`src/rtl/dm_phase_ctrl.sv`:
```
// dm_phase_ctrl: sequences the shared data-memory selector through host load,
// processor run and host dump phases.
`default_nettype none

module dm_phase_ctrl #(
  parameter int          NUM_CORES   = 4,
  parameter int          LOAD_WORDS  = 256,
  parameter logic [15:0] DUMP_BASE   = 16'h0000,
  parameter int          DUMP_WORDS  = 256,
  parameter int          RUN_TIMEOUT = 65535
) (
  input  logic                 clk,
  input  logic                 rst,
  input  logic                 start,
  input  logic                 com_wr_en,
  input  logic                 com_rd_ack,
  input  logic [NUM_CORES-1:0] core_done,
  output logic [1:0]           status,
  output logic                 load_ready,
  output logic [15:0]          load_count,
  output logic                 core_start,
  output logic [15:0]          dump_addr,
  output logic                 dump_valid,
  output logic                 busy,
  output logic                 done,
  output logic                 timeout_err
);

  localparam logic [15:0] LOAD_LAST = 16'(LOAD_WORDS - 1);
  localparam logic [15:0] DUMP_LAST = 16'(DUMP_WORDS - 1);
  localparam logic [15:0] WD_LAST   = 16'(RUN_TIMEOUT - 1);

  localparam logic [1:0] SEL_COM_WR = 2'b00;
  localparam logic [1:0] SEL_PROC   = 2'b01;
  localparam logic [1:0] SEL_COM_RD = 2'b10;

  typedef enum logic [2:0] {
    IDLE   = 3'd0,
    LOAD   = 3'd1,
    LAUNCH = 3'd2,
    RUN    = 3'd3,
    DUMP   = 3'd4,
    DONE   = 3'd5
  } state_t;

  state_t               state;
  logic [NUM_CORES-1:0] done_lat;
  logic [NUM_CORES-1:0] done_now;
  logic                 all_done;
  logic [15:0]          wd_cnt;
  logic [15:0]          dump_cnt;

  // Completion includes bits arriving this cycle, so a late done still wins over the watchdog.
  assign done_now = done_lat | core_done;
  assign all_done = &done_now;

  always_ff @(posedge clk) begin
    if (rst) begin
      state       <= IDLE;
      status      <= SEL_COM_WR;
      load_ready  <= 1'b0;
      load_count  <= 16'd0;
      core_start  <= 1'b0;
      dump_addr   <= DUMP_BASE;
      dump_valid  <= 1'b0;
      busy        <= 1'b0;
      done        <= 1'b0;
      timeout_err <= 1'b0;
      done_lat    <= '0;
      wd_cnt      <= 16'd0;
      dump_cnt    <= 16'd0;
    end else begin
      core_start <= 1'b0;
      case (state)
        IDLE, DONE: begin
          if (start) begin
            state       <= LOAD;
            status      <= SEL_COM_WR;
            load_ready  <= 1'b1;
            busy        <= 1'b1;
            done        <= 1'b0;
            load_count  <= 16'd0;
            done_lat    <= '0;
            wd_cnt      <= 16'd0;
            timeout_err <= 1'b0;
          end
        end
        LOAD: begin
          if (com_wr_en) begin
            load_count <= load_count + 16'd1;
            if (load_count == LOAD_LAST) begin
              state      <= LAUNCH;
              status     <= SEL_PROC;
              load_ready <= 1'b0;
              core_start <= 1'b1;
            end
          end
        end
        LAUNCH: begin
          state <= RUN;
        end
        RUN: begin
          done_lat <= done_now;
          wd_cnt   <= wd_cnt + 16'd1;
          if (all_done || (wd_cnt == WD_LAST)) begin
            state       <= DUMP;
            status      <= SEL_COM_RD;
            dump_valid  <= 1'b1;
            dump_addr   <= DUMP_BASE;
            dump_cnt    <= 16'd0;
            timeout_err <= ~all_done;
          end
        end
        DUMP: begin
          if (com_rd_ack) begin
            dump_addr <= dump_addr + 16'd1;
            dump_cnt  <= dump_cnt + 16'd1;
            if (dump_cnt == DUMP_LAST) begin
              state      <= DONE;
              dump_valid <= 1'b0;
              busy       <= 1'b0;
              done       <= 1'b1;
            end
          end
        end
        default: begin
          state      <= IDLE;
          status     <= SEL_COM_WR;
          load_ready <= 1'b0;
          dump_valid <= 1'b0;
          busy       <= 1'b0;
          done       <= 1'b0;
        end
      endcase
    end
  end

endmodule

`default_nettype wire

```
`config.mk`:
```
export PLATFORM = sky130hd
export DESIGN_NAME = dm_phase_ctrl
export DESIGN_NICKNAME = d
export VERILOG_FILES = /design/src/rtl/dm_phase_ctrl.sv
export SDC_FILE = /design/constraint.sdc
export NUM_CORES = 1
export LEC_CHECK = 0
export CAP_MARGIN = 20
export CORE_MARGIN = 4
export CORE_UTILIZATION = 36
export CTS_BUF_LIST = sky130_fd_sc_hd__clkbuf_8 sky130_fd_sc_hd__clkbuf_16
export CTS_CLUSTER_DIAMETER = 50
export DETAILED_ROUTE_END_ITERATION = 10
export GPL_TIMING_DRIVEN = 0
export PLACE_DENSITY = 0.66
export SLEW_MARGIN = 40
export SYNTH_ARGS = -nofsm -noshare
export SYNTH_HDL_FRONTEND = slang
export SYNTH_SLANG_ARGS = --single-unit
```
`constraint.sdc`:
```
create_clock -name clk -period 2.56 [get_ports clk]
set_input_delay 0.256 -clock clk [delete_from_list [all_inputs] [get_ports clk]]
set_output_delay 0.256 -clock clk [all_outputs]
set_load 0.005 [all_outputs]
```
Word level (Yosys, flattened, before mapping):

Cells that the tools add are included.

* mux-type cells: 39
* order comparisons: 0
* shift operators: 0
* reductions and logical operators: 21
* bitwise logic cells: 8
* $mul: 0
* equal/unequal tests: 14
* divide/modulo/power cells: 0
* add/subtract/negate cells: 4

Operator list (count)
* $pmux W16 S2: 4
* $mux W16: 5
* $add A16 B1 Y16 const B: 4
* $eq A16 B8 Y1 const B: 2
* $mux W3: 6
* $eq A16 B16 Y1 const B: 1
* $reduce_and A4 Y1: 4
* $pmux W3 S5: 1
* $ne A2 B2 Y1 const B: 6
* $pmux W1 S3: 4
* $mux W1: 11
* $reduce_and A3 Y1: 3
* $reduce_or A3 Y1: 3
* $mux W2: 4
* $pmux W2 S4: 1
* $pmux W4 S2: 1
* $not A1 Y1: 7
* $eq A3 B2 Y1 const B: 2
* $eq A3 B3 Y1 const B: 2
* $reduce_and A6 Y1: 1
* $reduce_bool A2 Y1: 3
* $reduce_and A5 Y1: 1
* $mux W4: 1
* $or A4 B4 Y4: 1
* other kinds (7): 8

* memories kept: 0
* RAM bits: 0
* bits in read-only memories: 0
* bits in latches: 0
* input port bits: 9
* bits in registers: 79

Logic depth before layout (Yosys ltp):

Gate-level depths: netlist of the first run.

* depth after elaboration: 5
* depth in mapped cells: 9
* depth with buffers taken out: 8

Least setup slack after synthesis of the first run:

OpenSTA, ideal clock, no wires.

* path kind: reg2reg
* start: register dump_cnt[0]
* end: register state[0]
* data arrival time: 1.972 ns
* path slack: 0.517 ns
* period minus slack after synthesis: 2.043 ns
* required time: 2.489 ns
* setup time: 0.071 ns
* buffers on the path: 0
* cell stages (with the launch flop): 8
* cell sequence: dfxtp_1 -> ha_1 -> and3_1 -> nand4_2 -> o21ai_0 -> a21bo_1 -> or4b_1 -> a21oi_1

* cells in the longest elaborated chain, start to end: 3

Ends and longest elaborated chain
* from (decl): RTL line 51 `logic [15:0] dump_cnt;`
* from (signal assigned): RTL line 117 `dump_cnt <= dump_cnt + 16'd1;`
* $eq A16 B8 Y1: RTL line 118 `if (dump_cnt == DUMP_LAST) begin`
* $ne A2 B2 Y1 (no line)
* $reduce_and A6 Y1 (no line)
* to (signal assigned): RTL line 106 `state <= DUMP;`
* to (signal assigned): RTL line 119 `state <= DONE;`
* to (signal assigned): RTL line 127 `state <= IDLE;`
* to (decl): RTL line 46 `state_t state;`

No other way between the ends.
A chain may end at the register's enable or synchronous reset.

Final worst setup path of the first run:

* start: register state[0]
* end: register dump_addr[11]

* cells in the longest elaborated chain, start to end: 3

Ends and longest elaborated chain
* from (signal assigned): RTL line 59 `state <= IDLE;`
* from (signal assigned): RTL line 77 `state <= LOAD;`
* from (signal assigned): RTL line 92 `state <= LAUNCH;`
* $eq A3 B3 Y1 or $eq A3 B2 Y1 (tied branches): RTL line 74 `case (state)`
* $ne A2 B2 Y1 (no line) or $reduce_bool A2 Y1 (tied branches)
* $reduce_and A3 Y1 (no line)
* to (signal assigned): RTL line 116 `dump_addr <= dump_addr + 16'd1;`
* to (decl): RTL line 22 `output logic [15:0] dump_addr,`

Several ways; a longest one is shown, not always the timed one.

==> out/metrics.json, run 1 <==
{
  "critical_path": {
    "timing.critical_path.mode_cell": "sky130_fd_sc_hd__buf_2",
    "largest_stage_delay_on_the_critical_path_ns": 0.35,
    "cpMaxStageDelayCell": "sky130_fd_sc_hd__or2_2",
    "required_ns": 2.84,
    "r2r_slack_ns": 0.22,
    "critical_path.endpoint_type": "register",
    "critical_path_class": "reg2reg",
    "timing.critical_path.cells": "buf_2, nand2b_1, or2_2, o211ai_2, a21o_1, buf_2, o21ai_0, a21oi_1",
    "cp_data_arrival_time_ns": 2.63,
    "path_delay_family": "compound AO/OA/AOI/OAI gates",
    "cp-start-kind": "register",
    "cp_num_buf_inv": 2,
    "crit_path_max_fanout": 10
  },
  "cells_and_area": {
    "post-route-cell-area_um2": 4760,
    "layout.core_utilization": 0.457,
    "fillers": 1049,
    "num_antenna_cells": 0,
    "instances_no_fill": 678,
    "drive_gt1_frac": 0.0849,
    "design.final.nets": 551,
    "area_growth_pct": 22.4
  },
  "global_routing": {
    "grt_use_total": 0.163,
    "grt_start_max_net_pins": 15,
    "antenna_found_initial": 0,
    "grt_pass1_vias": 3517,
    "grt_pass1_wl_um": 17200,
    "grt-ovfl-total": 0
  },
  "clock_tree": {
    "clkLatencyLatePin_ns": 0.36,
    "clkSinkCount": 79,
    "clock-root-buffer": "sky130_fd_sc_hd__clkbuf_8",
    "clkTransAtPathRegs_ns": 0.08,
    "numCtsBuffers": 9,
    "tritoncts": "yes",
    "htreeDepth": 3,
    "cts_max_path_buffers": 2
  },
  "floorplan": {
    "core-area_um2": 10400,
    "fp-row-count": 37,
    "starting_density_of_the_core": 0.374,
    "die_area_um2": 12500,
    "die_width_um": 112,
    "ios": 49,
    "die_height_um": 112
  },
  "timing": {
    "fin_ws_ns": 0.217,
    "final_hold_viol_count": 0,
    "final_max_slew_viol_count": 0,
    "tightest_slew_ns": 0.614,
    "final.period_utilization": 0.915,
    "max_slew_margin": 0.587,
    "worst_clock_skew_ns": 0.0172,
    "layout_min_cycle_time_ns": 2.34,
    "finalSetupViolations": 0,
    "grt_setup_unrepaired": "false",
    "max_fclk_mhz": 427
  },
  "pwr": {
    "p_comb_frac": 0.044,
    "pwr_density_cell_nw_per_um2": 492,
    "irDropWorstVdd_uv": 254,
    "netSwitchingFraction": 0.238,
    "p_sw_uw": 559,
    "seq_power_share": 0.528,
    "power_report.internal_total_uw": 1780,
    "power.clock.fraction": 0.428,
    "p_leak_uw": 0.00156
  },
  "flow_run": {
    "drv_cap": 0
  },
  "place": {
    "port_buffers": 47,
    "hpwlAfterDp_um": 7260,
    "detailed_place.area_um2": 4530,
    "finalWeightedCongestion": 0.891,
    "pre_cts_setup_slack_ns": -0.176,
    "place.detailed.instances": 662
  },
  "logic_synthesis": {
    "synth_most_common_cell": "sky130_fd_sc_hd__dfxtp_1",
    "post_synth_main_area_contributors": "sky130_fd_sc_hd__dfxtp_1 (41%), sky130_fd_sc_hd__nor2_1 (6.6%), sky130_fd_sc_hd__a21oi_1 (5.3%)",
    "netlist_area_um2": 3890,
    "cell_taking_the_most_area_after_synthesis": "sky130_fd_sc_hd__dfxtp_1",
    "async_reset_ff_frac": 0,
    "postSynthRegisterBits": 79,
    "ys_seq_area_frac": 0.406,
    "synth_area_per_cell_um2": 8.12,
    "synth.yosys.warnings": 0,
    "synth-edff-count": 0,
    "synth_cells": 479,
    "synth_top_cells_by_count": "sky130_fd_sc_hd__dfxtp_1 (79), sky130_fd_sc_hd__nor2_1 (68), sky130_fd_sc_hd__a21oi_1 (41)",
    "syn-num-nets": 493,
    "synth.top_cell.area_share": 0.406,
    "yosys.cell_types.count": 57,
    "synthFlopType": "sky130_fd_sc_hd__dfxtp_1"
  },
  "routing": {
    "route.final.wire_length_um": 10000,
    "antenna_violating_nets_left": 0,
    "routed_wire_length_per_instance_um": 14.8,
    "dr.pass1.iters": 4,
    "route.detailed.drc": 0,
    "detail_route.vias_per_cell": 5.47,
    "initialDrtViolationCount": 107,
    "num_vias": 3709
  },
  "min_path": {
    "hold_path.class": "in2reg"
  },
  "status": {
    "run_status": "completed"
  }
}
cells by family (layout without fill, tap and decap cells):
logic type	after synthesis	after routing	share of synthesized area
buf+inv	34	97	0.0357
xor+xnor	23	23	0.0518
mux	5	5	0.0138
flops	79	79	0.406
compound gates	115	115	0.193
fa+ha+maj	6	6	0.0186
simple gates	217	217	0.281
per-layer routing:
metal	up-vias	routed length, µm	part of all wire	GRT usage
met2	103	4820	0.48	0.269
met3	18	479	0.048	0.0353
li1	1858	-	-	-
met5	-	0	0	0
met4	0	182	0.018	0.0513
met1	1730	4550	0.45	0.214
worst min-delay path, cell delays in order:
cell                     delay, ns
sky130_fd_sc_hd__buf_1        0.18
sky130_fd_sc_hd__nor2_1       0.15
sky130_fd_sc_hd__a32o_1       0.12
final cells by class:
type | count | area, µm² | share of cell area
plain buffers | 22 | 93.8 | 0.0197
clock buffers | 11 | 151 | 0.0318
clock inverters | 5 | 65.1 | 0.0137
inverters | 12 | 45.0 | 0.00946
multi-input cells | 366 | 2180 | 0.459
flip-flops and latches | 79 | 1580 | 0.332
well taps | 136 | 170 | 0.0357
repair buffers | 47 | 470 | 0.0988
path summary, 6_finish.rpt:
path | startpoint | endpoint | cells past startpoint
max reg2reg | state[0] | dump_addr[11] | 8
min reg2reg | busy | busy | 2
max | state[0] | dump_addr[11] | 8
min | rst | dump_cnt[12] | 3
state kept, by name (all words and copies together) (netlist names):
| name | cells |
|---|---|
| done | 1 |
| core_start | 1 |
| dump_valid | 1 |
| done_lat | 4 |
| busy | 1 |
| dump_cnt | 16 |
| dump_addr | 16 |
| load_ready | 1 |
| load_count | 16 |
| timeout_err | 1 |
| state | 3 |
| status | 2 |
| wd_cnt | 16 |
power groups by stage:
stage / combinational, µW / clock (µW) / sequential [µW]
after global routing: 114 / 1080 / 1240
after global placement: 102 / 0 / 1270
after CTS: 103 / 1030 / 1240
after floorplan: 56.8 / 0 / 1270
after detailed placement: 103 / 0 / 1270
final: 103 / 1000 / 1240
layout by cell type, fill, tap and decap left out, types with 5 or more instances in the layout:
master	Yosys	layout
sky130_fd_sc_hd__nand4_1	9	9
sky130_fd_sc_hd__or4_1	6	6
sky130_fd_sc_hd__buf_2	6	6
sky130_fd_sc_hd__inv_1	11	11
sky130_fd_sc_hd__and3_1	11	11
sky130_fd_sc_hd__nor4_1	5	5
sky130_fd_sc_hd__a21oi_1	41	41
sky130_fd_sc_hd__and2_1	5	5
sky130_fd_sc_hd__nor3_1	6	6
sky130_fd_sc_hd__o22ai_1	5	5
sky130_fd_sc_hd__ha_1	5	5
sky130_fd_sc_hd__nor2_1	68	68
sky130_fd_sc_hd__nand2_1	39	39
sky130_fd_sc_hd__o21ai_0	20	19
sky130_fd_sc_hd__or3_1	8	8
sky130_fd_sc_hd__xnor2_1	13	13
sky130_fd_sc_hd__nand3_1	32	32
sky130_fd_sc_hd__a211oi_1	8	8
sky130_fd_sc_hd__clkdlybuf4s50_1	0	47
sky130_fd_sc_hd__a31oi_1	10	10
sky130_fd_sc_hd__clkbuf_1	14	14
sky130_fd_sc_hd__clkbuf_8	0	11
sky130_fd_sc_hd__xor2_1	10	10
sky130_fd_sc_hd__dfxtp_1	79	79
sky130_fd_sc_hd__a311oi_1	5	5
through the flow:
| stage | TNS (ns) | hold slack [ns] | power (µW) |
|---|---|---|---|
| finish | 0 | 0.381 | 2340 |
| floorplan | 0 | 0.394 | 1320 |
| detailed placement | -1.46 | 0.452 | 1370 |
| global placement | -1.18 | 0.448 | 1370 |
| global route | 0 | 0.417 | 2440 |
| CTS | 0 | 0.375 | 2370 |
what timing repair did:
item / 4_1_cts / 5_1_grt
resized for setup: 1 / 3
hold endpoints to repair: 0 / 0
setup buffers: 0 / 0
hold buffers: 0 / 0
endpoints found under the setup margin: 10 / 28
No activity file was read; power rests on OpenSTA's default activity.
==> inputs of run 2 (changes only) <==
--- a/config.mk
+++ b/config.mk
@@ -12,7 +12,8 @@
 export CTS_CLUSTER_DIAMETER = 50
 export DETAILED_ROUTE_END_ITERATION = 10
 export GPL_TIMING_DRIVEN = 0
-export PLACE_DENSITY = 0.66
+export HOLD_SLACK_MARGIN = 0.15
+export PLACE_DENSITY = 0.64
 export SLEW_MARGIN = 40
 export SYNTH_ARGS = -nofsm -noshare
 export SYNTH_HDL_FRONTEND = slang
==> out/metrics.json, run 2 (synthesis results as in run 1) <==
{
  "place": {
    "port_buffers": 47,
    "hpwlAfterDp_um": 7370,
    "finalWeightedCongestion": 0.823,
    "place.detailed.instances": 662
  },
  "timing": {
    "max_slew_margin": 0.593,
    "max_fclk_mhz": 419,
    "tightest_slew_ns": 0.606,
    "grt_setup_unrepaired": "false",
    "final.period_utilization": 0.931,
    "finalSetupViolations": 0,
    "worst_clock_skew_ns": 0.0138,
    "final_max_slew_viol_count": 0,
    "timing.setup.tns_ns": 0,
    "final_hold_viol_count": 0,
    "layout_min_cycle_time_ns": 2.38
  },
  "clock_tree": {
    "clkSinkCount": 79,
    "htreeDepth": 3,
    "clock-root-buffer": "sky130_fd_sc_hd__clkbuf_8",
    "numCtsBuffers": 9,
    "clkLatencyLatePin_ns": 0.35,
    "tritoncts": "yes",
    "clkTransAtPathRegs_ns": 0.09,
    "cts_max_path_buffers": 2
  },
  "critical_path": {
    "cp-start-kind": "register",
    "r2r_slack_ns": 0.18,
    "crit-reg2reg-capture": "state[0]",
    "critical_path.reg2reg.startpoint": "dump_cnt[0]",
    "critical_path.endpoint_type": "register",
    "cp_data_arrival_time_ns": 2.67,
    "critical_path_class": "reg2reg",
    "crit_path_max_fanout": 8,
    "required_ns": 2.84,
    "r2r.worst_path.cells": 7
  },
  "global_routing": {
    "grt_use_total": 0.164,
    "grt-ovfl-total": 0,
    "grt_pass1_vias": 3650,
    "grt_start_max_net_pins": 14,
    "grt_pass1_wl_um": 17200,
    "antenna_found_initial": 0
  },
  "routing": {
    "routed_wire_length_per_instance_um": 14.8,
    "num_vias": 3646,
    "detail_route.vias_per_cell": 5.38,
    "initialDrtViolationCount": 139,
    "route.detailed.drc": 0,
    "antenna_violating_nets_left": 0,
    "dr.pass1.iters": 4,
    "route.final.wire_length_um": 10100
  },
  "flow_run": {
    "drv_cap": 0
  },
  "cells_and_area": {
    "area_growth_pct": 22.4,
    "drive_gt1_frac": 0.0812,
    "instances_no_fill": 678,
    "num_antenna_cells": 0,
    "multi_input_area_um2": 2180,
    "total_area_of_sequential_cells_um2": 1580,
    "fillers": 1049,
    "design.final.nets": 551,
    "layout.cells.most_common": "sky130_fd_sc_hd__dfxtp_1",
    "most-common-layout-cells": "sky130_fd_sc_hd__dfxtp_1 (79), sky130_fd_sc_hd__nor2_1 (68), sky130_fd_sc_hd__clkdlybuf4s50_1 (47)",
    "layout.core_utilization": 0.457
  },
  "pwr": {
    "irDropWorstVdd_uv": 274,
    "p_leak_uw": 0.00157,
    "power.total_uw": 2380,
    "pwr_density_cell_nw_per_um2": 500
  },
  "status": {
    "run_status": "completed"
  },
  "min_path": {
    "timing.hold.worst_endpoint": "dump_cnt[12]",
    "timing.hold.worst.start": "rst",
    "whs_path_depth": 3,
    "hold_path.class": "in2reg"
  },
  "floorplan": {
    "die_width_um": 112,
    "ios": 49,
    "die_height_um": 112,
    "fp-row-count": 37,
    "die_area_um2": 12500,
    "core-area_um2": 10400,
    "starting_density_of_the_core": 0.374
  }
}
-- run 2: critical path, stage by stage, from the launching register on --
cell	delay [ns]
sky130_fd_sc_hd__dfxtp_1	0.40
sky130_fd_sc_hd__ha_1	0.20
sky130_fd_sc_hd__and3_1	0.24
sky130_fd_sc_hd__nand4_2	0.24
sky130_fd_sc_hd__o21ai_0	0.31
sky130_fd_sc_hd__a21bo_1	0.26
sky130_fd_sc_hd__or4b_1	0.50
sky130_fd_sc_hd__a21oi_1	0.15
-- run 2: worst max path at each step --
| stage | startpoint | to | slack [ns] | cells after the start |
|---|---|---|---|---|
| 3_5_place_dp | wd_cnt[0] | dump_cnt[11] | -0.07 | 9 |
| 3_3_place_gp | wd_cnt[0] | dump_cnt[11] | -0.07 | 9 |
| 6_report | dump_cnt[0] | state[0] | 0.18 | 7 |
| 2_1_floorplan | dump_cnt[0] | state[0] | 0.52 | 7 |
| 4_1_cts | state[2] | dump_addr[11] | 0.11 | 9 |
| 5_1_grt | dump_cnt[0] | state[0] | 0.003 | 7 |
-- run 2: layout make-up --
class                      instances  share of cell area
clock inverter                     6              0.0179
tap                              136              0.0357
multi-input combinational        366               0.458
timing repair buffer              47              0.0988
clock buffer                      10              0.0289
sequential                        79               0.332
buffer                            22              0.0197
inverter                          12             0.00946
-- run 2: power by group --
part | internal [µW] | total (µW) | leakage (µW) | switching, µW
logic | 38.4 | 102 | 0.000810 | 63.8
registers | 1230 | 1240 | 0.000637 | 4.09
clock network | 575 | 1040 | 0.000119 | 465
-- run 2: what timing repair did --
item	in CTS	in global routing
setup buffers	0	0
hold buffers	0	0
resized for setup	1	2
endpoints found under the setup margin	10	17
-- run 2: stage by stage --
| stage | setup WS [ns] | hold WS (ns) | area (µm²) |
|---|---|---|---|
| 4_1_cts | 0.111 | 0.368 | 4750 |
| 5_1_grt | 0.00335 | 0.446 | 4760 |
| 3_3_place_gp | -0.0713 | 0.450 | 4530 |
| 2_1_floorplan | 0.517 | 0.394 | 3890 |
| 6_report | 0.176 | 0.374 | 4760 |
| 3_5_place_dp | -0.0672 | 0.451 | 4530 |
-- run 2: layer usage --
metal | vias up | wire length [µm] | global-route usage | part of all wire
li1 | 1841 | - | - | -
met1 | 1713 | 4710 | 0.209 | 0.47
met2 | 79 | 4780 | 0.278 | 0.47
met3 | 13 | 416 | 0.0348 | 0.041
met4 | 0 | 156 | 0.0545 | 0.016
met5 | - | 0 | 0 | 0
==> inputs of run 3 (changes only) <==
==> constraint.sdc (replaced) <==
create_clock -name clk -period 2.56 [get_ports clk]
set_input_delay 0.256 -clock clk [delete_from_list [all_inputs] [get_ports clk]]
set_output_delay 0.256 -clock clk [all_outputs]
set_load 0.05 [all_outputs]
==> results of run 3 <==
The final DEF is identical to that of run 2. Status: completed.
Main changes from that run: total power 2380 µW -> 2400 µW
